$ cat src/rtl/shift_seq_unit.sv
// Multi-cycle shifter: loads an operand, then shifts it one bit per enabled cycle.
// Define SHIFT_SEQ_ROTATE_EN to make mode 2'b11 rotate left; otherwise 2'b11 acts as LSL.
module shift_seq_unit #(
    parameter  int WIDTH = 32,
    localparam int AMT_W = $clog2(WIDTH)
) (
    input  logic             clk,
    input  logic             rst_n,
    input  logic             start,
    input  logic [WIDTH-1:0] a,
    input  logic [AMT_W-1:0] amt,
    input  logic [1:0]       mode,
    input  logic             cin,
    input  logic             en,
    output logic [WIDTH-1:0] b,
    output logic             cout,
    output logic             busy,
    output logic             done
);

    localparam logic [1:0] IDLE  = 2'd0;
    localparam logic [1:0] SHIFT = 2'd1;
    localparam logic [1:0] DONE  = 2'd2;

    // One shift step; result is {bit shifted out, new value}.
    function automatic logic [WIDTH:0] shift_step(
        input logic [WIDTH-1:0] v,
        input logic [1:0]       m,
        input logic             c
    );
        case (m)
            2'b00: shift_step = {v[WIDTH-1], v[WIDTH-2:0], c};
            2'b01: shift_step = {v[0], c, v[WIDTH-1:1]};
            2'b10: shift_step = {v[0], v[WIDTH-1], v[WIDTH-1:1]};
`ifdef SHIFT_SEQ_ROTATE_EN
            2'b11: shift_step = {v[WIDTH-1], v[WIDTH-2:0], v[WIDTH-1]};
`else
            2'b11: shift_step = {v[WIDTH-1], v[WIDTH-2:0], c};
`endif
            default: shift_step = {v[WIDTH-1], v[WIDTH-2:0], c};
        endcase
    endfunction

    logic [1:0]       state_q, state_d;
    logic [WIDTH-1:0] b_q, b_d;
    logic [AMT_W-1:0] count_q, count_d;
    logic             cout_q, cout_d;
    logic [1:0]       mode_q, mode_d;
    logic             cin_q, cin_d;
    logic             busy_q, busy_d;
    logic             done_q, done_d;
    logic [WIDTH:0]   step_s;

    assign step_s = shift_step(b_q, mode_q, cin_q);

    // Next-state logic: load in IDLE/DONE, step while enabled in SHIFT.
    always_comb begin
        state_d = state_q;
        b_d     = b_q;
        count_d = count_q;
        cout_d  = cout_q;
        mode_d  = mode_q;
        cin_d   = cin_q;
        case (state_q)
            IDLE, DONE: begin
                if (start) begin
                    b_d     = a;
                    count_d = amt;
                    mode_d  = mode;
                    cin_d   = cin;
                    cout_d  = 1'b0;
                    state_d = (amt != {AMT_W{1'b0}}) ? SHIFT : DONE;
                end else begin
                    state_d = IDLE;
                end
            end
            SHIFT: begin
                if (en) begin
                    b_d     = step_s[WIDTH-1:0];
                    cout_d  = step_s[WIDTH];
                    count_d = count_q - AMT_W'(1);
                    if (count_q == AMT_W'(1)) begin
                        state_d = DONE;
                    end else begin
                        state_d = SHIFT;
                    end
                end else begin
                    state_d = SHIFT;
                end
            end
            default: begin
                state_d = IDLE;
            end
        endcase
        busy_d = (state_d == SHIFT);
        done_d = (state_d == DONE);
    end

    // State and datapath registers with asynchronous clear.
    always_ff @(posedge clk or negedge rst_n) begin
        if (!rst_n) begin
            state_q <= IDLE;
            b_q     <= {WIDTH{1'b0}};
            count_q <= {AMT_W{1'b0}};
            cout_q  <= 1'b0;
            mode_q  <= 2'b00;
            cin_q   <= 1'b0;
            busy_q  <= 1'b0;
            done_q  <= 1'b0;
        end else begin
            state_q <= state_d;
            b_q     <= b_d;
            count_q <= count_d;
            cout_q  <= cout_d;
            mode_q  <= mode_d;
            cin_q   <= cin_d;
            busy_q  <= busy_d;
            done_q  <= done_d;
        end
    end

    assign b    = b_q;
    assign cout = cout_q;
    assign busy = busy_q;
    assign done = done_q;

endmodule
$ cat config.mk
export PLATFORM = sky130hd
export DESIGN_NAME = shift_seq_unit
export DESIGN_NICKNAME = d
export VERILOG_FILES = /design/src/rtl/shift_seq_unit.sv
export SDC_FILE = /design/constraint.sdc
export NUM_CORES = 1
export LEC_CHECK = 0
export CAP_MARGIN = 20
export CORE_MARGIN = 4
export CORE_UTILIZATION = 51
export DETAILED_ROUTE_END_ITERATION = 6
export PLACE_DENSITY = 0.95
export SLEW_MARGIN = 5
export SYNTH_ARGS = -nofsm -noshare
export SYNTH_HDL_FRONTEND = slang
export SYNTH_SLANG_ARGS = --single-unit
$ cat constraint.sdc
create_clock -name clk -period 2.3 [get_ports clk]
set_input_delay 0.46 -clock clk [delete_from_list [all_inputs] [get_ports clk]]
set_output_delay 0.46 -clock clk [all_outputs]
set_load 0.01 [all_outputs]
# ---- After elaboration in Yosys (flattened, before gate mapping)
# Cells that the tools add are included.
dict set report op_classes {
  n_addsub 1
  n_eq_ne 11
  muxes 15
  n_reduce_logical 9
}
# op n
set ops {}
lappend ops {{33-bit one-hot mux with 3 select lines} 1}
lappend ops {{32-bit two-way mux} 2}
lappend ops {{32-bit one-hot mux with 2 select lines} 1}
lappend ops {{5-bit two-way mux} 2}
lappend ops {{5-bit one-hot mux with 2 select lines} 1}
lappend ops {{2-bit == test, second input constant} 4}
lappend ops {{2-bit two-way mux} 4}
lappend ops {{2-bit by 1-bit == test with 1-bit output, second input constant} 3}
lappend ops {{2-bit != test, second input constant} 3}
lappend ops {{5-bit by 1-bit == test with 1-bit output, second input constant} 1}
lappend ops {{5-bit nonzero test} 1}
lappend ops {{5-bit by 1-bit subtractor with 5-bit output, second input constant} 1}
lappend ops {{2-bit zero test} 2}
lappend ops {{2-bit one-hot mux with 2 select lines} 1}
lappend ops {{4-bit AND reduction} 1}
lappend ops {{2-bit OR reduction} 2}
lappend ops {{3-bit AND reduction} 1}
lappend ops {{1-bit two-way mux} 2}
lappend ops {{1-bit one-hot mux with 2 select lines} 1}
lappend ops {{2-bit AND reduction} 1}
lappend ops {{2-bit nonzero test} 1}
dict set report totals {
  regBits 45
  out_inout_bits 35
  elab_cells 45
}

# ---- Depth between registers and ports, before layout
dict set report depth {
  word_depth 5
  ltp_mapped 7
  ltp_nobuf 5
}

# ---- Least setup slack after synthesis
# OpenSTA, ideal clock, no wires.
dict set report synth_path {
  path_type {reg-to-reg}
  startpoint {register mode_q[0]}
  endpoint {register b_q[15] (netlist: b[15])}
  setup_time_ps 128
  arrival_ps 1444
  required_time_ps 2172
  slack_ps 728
  path_stages_with_launch 8
  synth_period_minus_slack_ps 1572
  cell_sequence {dfrtp_1 inv_1 ha_1 or2_1 clkbuf_1 buf_2 a221oi_1 o31ai_2}
}
dict set report synth_via {
  elab_chain_cells 5
  word_cells_on_any_way 8
}
# item line_no
set synth_rtl {}
lappend synth_rtl {{start: declaration} 48} ;# logic [1:0] mode_q, mode_d;
lappend synth_rtl {{start signal: assignment} 115} ;# mode_q <= mode_d;
lappend synth_rtl {{2-bit == test or 2-bit zero test (tied branches)} 31} ;# case (m)
lappend synth_rtl {{2-bit OR reduction (no line)} n/a}
lappend synth_rtl {{33-bit one-hot mux with 3 select lines (*)} 31}
lappend synth_rtl {{32-bit two-way mux (*)} 78} ;# if (en) begin
lappend synth_rtl {{32-bit one-hot mux with 2 select lines (*)} 64} ;# case (state_q)
lappend synth_rtl {{end signal: assignment} 103} ;# b_q <= {WIDTH{1'b0}};
lappend synth_rtl {{end: declaration} 45} ;# logic [WIDTH-1:0] b_q, b_d;
# Every way passes the cells marked *; elsewhere a longest branch is shown, timed or not. The select of a mux whose other input is x is not followed.
# A chain may end at the register's enable or synchronous reset.

# ---- Final worst setup path
dict set report layout_path {
  startpoint {register mode_q[0]}
  endpoint {register b_q[20] (netlist: b[20])}
}
# The elaborated chain is that of the path after synthesis.

==> results_dict.tcl <==
set metrics [dict create \
    outcome "finished, final reports clean" \
    cts_buffers 5 \
    reg2reg_slack_ns 0.33 \
    clock_sink_count 45 \
    yosys_warnings 0 \
    synth-main-ff-cell "dfrtp_1" \
    io_buffers 78 \
    r2r_end "b[20]" \
    r2r-start "mode_q[0]" \
    sort_of_element_at_the_end_of_the_critical_path "flop" \
    synth_largest_area_cell "dfrtp_1" \
    finalInstanceArea_mm2 0.00354 \
    setup.worst_path.class "flop to flop" \
    seq_power_share 0.284 \
    row_count 25 \
    required_ns 2.50 \
    placed_cell_area_mm2 0.00338 \
    finalNetCount 376 \
    final.setup_skew_ns 0.00677 \
    pin_slew_with_the_least_headroom_to_its_limit_ns 0.735 \
    clkSlewWorstSetupHoldPaths_ns 0.09 \
    antenna_cells 0 \
    drt_wl_total_um 7350 \
    arrival_ns 2.17 \
    synth.distinct_cells 34 \
    achievable-frequency_mhz 507 \
    remaining_drc_errors 0 \
    ios 79 \
    die_height_um 78.9 \
    yosysSeqAreaShare 0.439 \
    worstSetupStartpointType "flop" \
    synthesized_net_count 306 \
    ctsHoldBuffers 0 \
    synth_enable_flop_cells 0 \
    power.density_mw_per_mm2 1570 \
    hold_path_class "input port to asynchronous set/reset pin" \
    tritoncts_clock_tree "done" \
    overflow 0 \
    maximum_fanout_along_the_worst_path 32 \
    largest_net_degree_at_the_start_of_global_routing 46 \
    ir_drop_mv 0.758 \
    area_delta_synth_final_pct 38.1 \
    tns_ns 0 \
    comb_power_share 0.588 \
    worst_slew_margin_rel 0.509 \
    clock_insertion_delay_worst_skew_ns 0.30 \
    power_leakage_nw 1.43 \
    timing.max_cap.violations 0 \
    die_width_um 78.9 \
    clock_tree.buffer_depth 2 \
    gate_count_after_technology_mapping 258 \
    ff2ff_path_depth 5 \
    finalCritPeriodShare 0.858 \
    layout.core_utilization 0.740 \
    switchingPower_mw 2.40 \
    p_sw_frac 0.432 \
    dr.pass1.iters 6 \
    initial_utilization 0.536 \
    timing.hold.ws_ns 0.220 \
    top_cells_by_area_synth "dfrtp_1, a221oi_1, o31ai_2, nand3_1, nor2_1" \
    cts_resized 1 \
    internal_power_mw 3.15 \
    synth.ff_latch_count 45 \
    syn_area_mm2 0.00256 \
    grt_antenna_before_repair 0 \
    detail_route.iter0.violations 306 \
    num-fill-cells 313 \
    finalCriticalPeriod_ns 1.97 \
    dieArea_mm2 0.00623 \
    htree_levels 2 \
    drv_slew 0 \
    power.share.clock 0.128 \
    cts_setup_buffers 0 \
    first_global_vias 2390 \
    gr-usage-all-layers 0.238 \
    post-dp-hpwl_um 4980 \
    finalHoldViolCount 0 \
    area_share_of_the_largest_cell_type_after_synthesis 0.439 \
    post_drt_wl_per_cell_um 18.6 \
    final_layout_size_suffix_gt1_frac 0.137 \
    syn_avg_cell_area_um2 9.94 \
    first_pass_grt_wire_length_um 11800 \
    async_reset_ff_frac 1.00 \
    drtAntennaViolNets 0 \
    core_area_mm2 0.00479 \
    grt_setup_unrepaired "no" \
    routed_via_density 6.50 \
    num_vias 2573 \
    finalSetupViolCount 0 \
    clockRootBuffer "clkbuf_8" \
    routabilityCongestion 0.864 \
]
==> final cells by class <==
class / instances / area [um2] / share of cell area
Inverter: 5 / 18.8 / 0.00530
Clock inverter: 3 / 65.1 / 0.0184
Tap cell: 67 / 83.8 / 0.0237
Multi-Input combinational cell: 179 / 1280 / 0.361
Timing Repair Buffer: 92 / 901 / 0.254
Sequential cell: 45 / 1130 / 0.318
Clock buffer: 5 / 68.8 / 0.0194
==> per-layer routing <==
layer,track usage,part of all wire,vias up
met5,0,0,-
met4,0.0911,0.017,0
met3,0.0510,0.093,11
met2,0.381,0.49,176
met1,0.318,0.40,1253
li1,-,-,1133
==> worst max-delay path by stage <==
| stage | startpoint | end | slack [ns] | depth (start not counted) |
|---|---|---|---|---|
| finish | mode_q[0] | b[20] | 0.33 | 5 |
| global route | mode_q[0] | b[20] | 0.17 | 5 |
| CTS | mode_q[1] | b[20] | 0.09 | 5 |
| detailed placement | mode_q[0] | b[20] | -0.04 | 5 |
| global placement | mode_q[0] | b[21] | 0.08 | 5 |
| floorplan | mode_q[0] | b[15] | 0.73 | 7 |
==> cell families (layout without fill, tap and decap cells) <==
family          Yosys count  after routing  synth area share
compound gates           88             88             0.310
flops                    45             45             0.439
fa+ha+maj                 4              4            0.0195
buf+inv                  34            105            0.0673
simple gates             87             87             0.164
==> registers in the layout (all words and copies together), names as in the netlist <==
register / count
mode_q: 2
cin_q: 1
done: 1
busy: 1
cout: 1
b: 32
count_q: 5
state_q: 2
==> placed cells by master (no fill, tap or decap), types with 3 or more instances in the layout <==
| cell | instances |
|---|---|
| clkdlybuf4s50_1 | 77 |
| dfrtp_1 | 45 |
| nor2_1 | 33 |
| a221oi_1 | 32 |
| nand3_1 | 32 |
| o31ai_2 | 20 |
| buf_4 | 13 |
| o31ai_1 | 11 |
| inv_1 | 5 |
| o2bb2ai_1 | 5 |
| a22oi_1 | 5 |
| nand2_1 | 5 |
| clkbuf_8 | 5 |
| ha_1 | 4 |
| o22ai_1 | 3 |
| nor3b_1 | 3 |
| o21ai_0 | 3 |
| a21oi_1 | 3 |
==> power groups by stage <==
stage                     clock, mW  combinational [mW]  sequential (mW)
after CTS                     0.717                3.17             1.57
after detailed placement          0                3.14             1.57
after global placement            0                3.01             1.56
final                         0.709                3.27             1.58
after global routing          0.753                3.54             1.63
after floorplan                   0                2.02             1.60
==> critical path, cell delays in order, from the launching register on <==
cell and delay [ns]:
dfrtp_1 0.37, inv_1 0.06, ha_1 0.29, nor2b_4 0.62, a221oi_1 0.22, o31ai_1 0.31
==> metrics by stage <==
step | total power [mW] | std cells | setup slack (ns)
CTS | 5.45 | 395 | 0.0945
global placement | 4.57 | 387 | 0.0781
global route | 5.93 | 396 | 0.170
floorplan | 3.62 | 258 | 0.728
detailed placement | 4.71 | 387 | -0.0415
finish | 5.55 | 396 | 0.327
==> Yosys cell counts (all sizes together) (2+ instances only) <==
master and count:
nand2b 2, nor2b 2, clkbuf 13, ha 4, a21oi 4, o31ai 31, nand2 5, dfrtp 45
a221oi 32, a22oi 5, nor3b 3, nand3 32, inv 5, o2bb2ai 5, nor2 33, o21ai 3
nand3b 2, buf 16, nor3 2, o22ai 3, a22o 2
(Power assumes the default switching activity.)
